### src/rtl/vreg_stream_reader.sv
// Read-side sequencer for the vector register file: fetches one row through the
// registered read port, snapshots it, then streams its elements lowest-first.
module vreg_stream_reader #(
  parameter int ELEM_W = 16,
  parameter int NELEM  = 64,
  parameter int AW     = 6
) (
  input  logic                    clk,
  input  logic                    rst_n,
  input  logic                    req_valid,
  output logic                    req_ready,
  input  logic [AW-1:0]           req_vreg,
  input  logic [6:0]              req_len,
  output logic [AW-1:0]           raddr,
  input  logic [ELEM_W*NELEM-1:0] rdata,
  output logic                    out_valid,
  input  logic                    out_ready,
  output logic [ELEM_W-1:0]       out_data,
  output logic [5:0]              out_idx,
  output logic                    out_last,
  output logic                    done
);

  // Handshakes: a transfer happens on a rising edge where valid && ready are both
  // high; a valid, once raised, stays up with stable payload until that edge.

  typedef enum logic [1:0] {S_IDLE, S_ISSUE, S_CAPTURE, S_STREAM} state_t;

  state_t                    state_q, state_d;
  logic [6:0]                len_q;
  logic [5:0]                idx_q;
  logic [ELEM_W*NELEM-1:0]   row_buf;
  logic                      accept;
  logic                      is_last;
  logic [6:0]                len_clamped;

  assign len_clamped = (req_len > 7'(NELEM)) ? 7'(NELEM) : req_len;
  assign is_last     = ({1'b0, idx_q} == (len_q - 7'd1));

  always_comb begin
    state_d   = state_q;
    req_ready = 1'b0;
    out_valid = 1'b0;
    accept    = 1'b0;
    case (state_q)
      S_IDLE: begin
        req_ready = 1'b1;
        if (req_valid) begin
          accept  = 1'b1;
          state_d = (req_len == 7'd0) ? S_IDLE : S_ISSUE;
        end
      end
      S_ISSUE:   state_d = S_CAPTURE;
      S_CAPTURE: state_d = S_STREAM;
      S_STREAM: begin
        out_valid = 1'b1;
        if (out_ready && is_last) state_d = S_IDLE;
      end
      default:   state_d = S_IDLE;
    endcase
  end

  assign out_last = out_valid && is_last;
  assign out_idx  = idx_q;
  assign out_data = row_buf[idx_q*ELEM_W +: ELEM_W];

  always_ff @(posedge clk or negedge rst_n) begin
    if (!rst_n) begin
      state_q <= S_IDLE;
      raddr   <= '0;
      len_q   <= '0;
      idx_q   <= '0;
      row_buf <= '0;
      done    <= 1'b0;
    end else begin
      state_q <= state_d;
      done    <= 1'b0;
      if (accept) begin
        raddr <= req_vreg;
        len_q <= len_clamped;
        if (req_len == 7'd0) done <= 1'b1;
      end
      // rdata is valid during CAPTURE, one cycle after the file sampled raddr
      if (state_q == S_CAPTURE) begin
        row_buf <= rdata;
        idx_q   <= '0;
      end
      // The last element stops idx at len-1, so a 64-element stream never wraps
      if (out_valid && out_ready) begin
        if (is_last) done <= 1'b1;
        else         idx_q <= idx_q + 6'd1;
      end
    end
  end

endmodule

### config.mk
export PLATFORM = sky130hd
export DESIGN_NAME = vreg_stream_reader
export DESIGN_NICKNAME = d
export VERILOG_FILES = /design/src/rtl/vreg_stream_reader.sv
export SDC_FILE = /design/constraint.sdc
export NUM_CORES = 2
export LEC_CHECK = 0
export ABC_AREA = 1
export ABC_CLOCK_PERIOD_IN_PS = 5500
export BUFFER_PORTS_ARGS = -buffer_cell sky130_fd_sc_hd__buf_4
export CORE_AREA = 4 4 418 420
export DETAILED_ROUTE_END_ITERATION = 12
export DIE_AREA = 0 0 422 424
export PLACE_DENSITY_LB_ADDON = 0.3
export SLEW_MARGIN = 20
export SYNTH_ARGS = -nofsm -noshare
export SYNTH_HDL_FRONTEND = slang
export SYNTH_SLANG_ARGS = --single-unit
### constraint.sdc
create_clock -name clk -period 5.5 [get_ports clk]
set_input_delay 1.1 -clock clk [delete_from_list [all_inputs] [get_ports clk]]
set_output_delay 1.1 -clock clk [all_outputs]
set_load 0.01 [all_outputs]
### Word level (Yosys, flattened, before mapping)

Cells that the tools add are included.

* flip-flop bits (word level): 1046
* input port bits: 1041
* output and inout bits: 32
* logic and storage cells: 38

* $add $sub $neg: 2
* order comparisons: 1
* equality and inequality tests: 6
* shifts and indexed selects: 1
* mux-type cells: 16
* reduce and logical (&&, ||, !) cells: 6

Operators with widths (number)
* indexed part select 1024 x 11 -> 16 bit: 1
* two-way mux 6 bit: 3
* two-way mux 1 bit: 9
* case mux 2 bit (4 select lines): 1
* == test 6 x 7 -> 1 bit: 1
* > comparator 7 bit, second input constant: 1
* logical NOT 7 bit: 1
* two-way mux 7 bit: 1
* subtractor 7 x 1 -> 7 bit, second input constant: 1
* adder 6 x 1 -> 6 bit, second input constant: 1
* == test 2 bit, second input constant: 2
* two-way mux 2 bit: 2
* inequality test 2 bit, second input constant: 2
* logical AND 1 bit: 3
* == test 2 x 1 -> 1 bit, second input constant: 1
* logical NOT 2 bit: 1
* AND reduction 2 bit: 1

### Depth between registers and ports, before layout

* word-level depth: 5
* mapped depth: 15
* depth with buffers taken out: 14

### Worst setup path before layout

Ideal clock, no wire load.

* path type: flip-flop to output port
* start point: register idx_q[0] (netlist: out_idx[0])
* end point: output port out_data[2]
* arrival time: 1654 ps
* data required time: 4400 ps
* slack: 2746 ps
* cell stages (with the launch flop): 13
* path buffers: 5
* cell sequence: dfrtp_1 > buf_6 > buf_6 > buf_6 > buf_6 > buf_8 > a21oi_2 > o21ai_0 > nand3_1 > nand3_1 > nand2_1 > nand3_1 > nand2_1

* word-level cells in the longest chain between the ends: 1

Ends and longest elaborated chain
* from (decl): RTL line 31 `logic [5:0] idx_q;`
* from (signal assigned): RTL line 91 `else idx_q <= idx_q + 6'd1;`
* indexed part select 1024 x 11 -> 16 bit: RTL line 65 `assign out_data = row_buf[idx_q*ELEM_W +: ELEM_W];`
* to (decl): RTL line 18 `output logic [ELEM_W-1:0] out_data,`

No other way between the ends.

### Worst setup path in the final report

* start point: register idx_q[1] (netlist: out_idx[1])
* end point: output port out_data[1]

The elaborated chain is that of the path after synthesis.

==> results.py <==
metrics = {
    "floorplanning": {
        "die_area_um2": 179000,
        "die-width_um": 422,
        "die_h_um": 424,
        "num_io_pins": 1073,
        "floorplan.rows": 152,
        "core_um2": 171000,
        "initial_core_util": 0.289,
    },
    "route": {
        "finalWirelength_um": 234000,
        "drc": 0,
        "initialDrtViolationCount": 4577,
        "dr.pass1.iters": 6,
        "wl_per_cell_um": 24.3,
        "vias_per_cell": 4.93,
        "drtAntennaViolNets": 0,
        "dr_total_vias": 47400,
    },
    "global_route": {
        "grt_max_degree": 223,
        "grt.overflow.total": 0,
        "antenna_found_initial": 44,
        "grt_pass1_vias": 46800,
        "grt_pass1_wl_um": 329000,
        "grt_usage": 0.252,
    },
    "yosys": {
        "number_of_synthesized_flops_with_an_enable_pin": 0,
        "syn_avg_cell_area_um2": 7.72,
        "synth-seq-area-share": 0.530,
        "ys_dominant_reg_cell": "sky130_fd_sc_hd__dfrtp_1",
        "synth.ff_latch_count": 1046,
        "synthCells": 6398,
        "synth-warning-count": 0,
        "post_synthesis_async_set_or_reset_flop_share": 1.00,
        "syn_area_um2": 49400,
        "synth.lib_cells_used.distinct": 28,
        "syn-num-nets": 7444,
    },
    "sta": {
        "slew_headroom": 0.258,
        "finClkSkew_ns": 0.0236,
        "layout_setup_ws_ns": 0.353,
        "setup_repair_after_global_routing_missed_its_margin": "false",
        "post-route-period-util": 0.936,
        "tightestPinTransition_ns": 1.11,
        "fmaxAchievable_mhz": 194,
        "time_the_worst_path_needs_with_i_o_delays_and_setup_ns": 5.15,
        "setup_viol_count_final": 0,
        "slew_viol_final": 0,
        "setup-tns-final_ns": 0,
        "fin_hold_ws_ns": 0.386,
        "report.final.hold_viol_count": 0,
    },
    "power": {
        "vdd.ir_drop.worst_mv": 0.340,
        "p_per_area_nw_per_um2": 605,
        "sequentialPowerShare": 0.347,
        "leakagePower_nw": 31.5,
        "clockPowerShare": 0.212,
        "power_switching_mw": 17.2,
        "power.internal_mw": 21.2,
        "power.switching_fraction": 0.448,
        "p_comb_frac": 0.442,
    },
    "worst_setup_path": {
        "setup_crit_start_kind": "register",
        "worst_r2r_path_depth": 11,
        "endpoint_kind": "primary output",
        "highest_delay_cell_along_the_critical_path": "sky130_fd_sc_hd__dfrtp_4",
        "worstPathRequired_ns": 4.40,
        "timing.critical_path.cells": "buf_12 -> buf_4 -> o211ai_1 -> nand3_1 -> nand3_1 -> nand2_1 -> nand3_1 -> nand2_1 -> buf_4",
        "crit_path_frequent_cell": "sky130_fd_sc_hd__nand3_1",
        "worst_path_fanout_max": 42,
        "timing.critical_path.arrival_ns": 4.05,
        "critPathMaxStageDelay_ns": 0.69,
        "path_class": "reg2out",
    },
    "min_path": {
        "min-delay-path-class": "in2async",
    },
    "clocking": {
        "cts.sinks": 1046,
        "post_cts.resized_instances": 0,
        "cts-buffers-inserted": 116,
        "post_cts_buffers": 0,
        "clkTransAtPathRegs_ns": 0.07,
        "clockRootBuffer": "sky130_fd_sc_hd__clkbuf_16",
        "maximum_buffer_depth_of_the_clock_tree": 3,
        "tritoncts": "yes",
        "worstSkewPairLatency_ns": 0.75,
        "post_cts_hold_buffer_count": 0,
        "cts-htree-levels": 3,
    },
    "outcome": {
        "status": "complete, no violations",
    },
    "cells_and_area": {
        "net_total_in_the_final_layout": 8289,
        "layout.cells.most_common": "sky130_fd_sc_hd__nand2_1",
        "final_layout_size_suffix_gt1_frac": 0.192,
        "area_growth_syn_to_layout_pct": 28.3,
        "layout_common_cells": "sky130_fd_sc_hd__nand2_1 (2663), sky130_fd_sc_hd__buf_4 (1144), sky130_fd_sc_hd__dfrtp_1 (1042)",
    },
    "place": {
        "pre_cts_slack_ns": 0.887,
        "place.detailed.hpwl_um": 177000,
        "port_buffers": 1072,
        "routability_congestion": 0.904,
    },
    "run": {
        "drv.max_cap_violation_count": 0,
    },
}
==> cells by family (layout without fill, tap and decap cells) <==
kind of cell               after synthesis  after routing  share of synthesized area
buffers and inverters                  966           1908                     0.0814
xor gates and xnor gates                 4              4                   0.000709
other                                    0             39                          0
AOI/OAI and AO/OA                     1358           1358                      0.150
DFF                                   1046           1046                      0.530
adders and majority gates                5              5                    0.00127
and+or+nand+nor                       3019           3019                      0.237
==> routing by layer <==
layer	GRT usage	share of wire	vias up
met5	0	0.00017	-
met4	0.143	0.051	6
met3	0.0376	0.056	348
met2	0.411	0.49	1770
met1	0.320	0.41	23200
li1	-	-	22000
==> layout make-up <==
| cell class | count | area (um2) |
|---|---|---|
| clock buffers | 170 | 3410 |
| clock inverters | 45 | 534 |
| inverters | 521 | 1970 |
| diodes | 39 | 97.6 |
| repair buffers | 1172 | 9140 |
| multi-input cells | 4386 | 19200 |
| fillers | 18000 | 108000 |
| well taps | 2233 | 2790 |
| flip-flops and latches | 1046 | 26200 |
==> synthesized netlist by cell type (44+ instances only) <==
master / n / area share
sky130_fd_sc_hd__nand2_1: 2663 / 0.20
sky130_fd_sc_hd__o211ai_1: 182 / 0.028
sky130_fd_sc_hd__clkbuf_1: 242 / 0.018
sky130_fd_sc_hd__o21ai_0: 729 / 0.074
sky130_fd_sc_hd__buf_2: 120 / 0.012
sky130_fd_sc_hd__inv_1: 517 / 0.039
sky130_fd_sc_hd__a21oi_1: 314 / 0.032
sky130_fd_sc_hd__o21ai_1: 97 / 0.0098
sky130_fd_sc_hd__buf_1: 44 / 0.0033
sky130_fd_sc_hd__dfrtp_1: 1046 / 0.53
sky130_fd_sc_hd__nor2_1: 76 / 0.0058
sky130_fd_sc_hd__nand3_1: 274 / 0.028
==> critical path, delay by kind of cell, from the launching register on <==
family | cells | cell delay, ns
flops | 1 | 0.69
simple gates | 5 | 1.31
compound gates | 1 | 0.16
buf+inv | 3 | 1.00
==> power groups by stage <==
stage                     clock [mW]  sequential (mW)  combinational [mW]
after global placement             0             13.3                16.9
after detailed placement           0             13.4                17.0
final                           8.11             13.3                16.9
after CTS                       8.27             13.2                17.1
after floorplan                    0             12.7                10.7
after global routing            8.58             13.6                19.0
==> stage by stage <==
| step | std cells | power, mW | cell area [um2] | utilization |
|---|---|---|---|---|
| floorplan | 6398 | 23.4 | 49400 | - |
| global placement | 9358 | 30.1 | 59300 | 0.347 |
| detailed placement | 9358 | 30.4 | 59300 | 0.347 |
| CTS | 9573 | 38.6 | 63300 | 0.370 |
| global route | 9611 | 41.2 | 63400 | 0.371 |
| finish | 9612 | 38.4 | 63400 | 0.371 |
==> flip-flops by register name, summed over array words and instances, names as in the netlist <==
name / flops
done: 1
len_q: 7
out_idx: 6
raddr: 6
row_buf: 1024
state_q: 2
==> path summary, 6_finish.rpt <==
path                               from            to  slack (ns)
min in group clk           row_buf[714]  row_buf[714]        0.47
setup / recovery             out_idx[1]   out_data[1]        0.35
hold reg to reg            row_buf[714]  row_buf[714]        0.47
hold / removal                    rst_n  row_buf[798]        0.39
max in group asynchronous         rst_n  row_buf[618]        3.61
setup reg to reg             out_idx[5]          done        2.11
No activity file was read; power rests on OpenSTA's default activity.
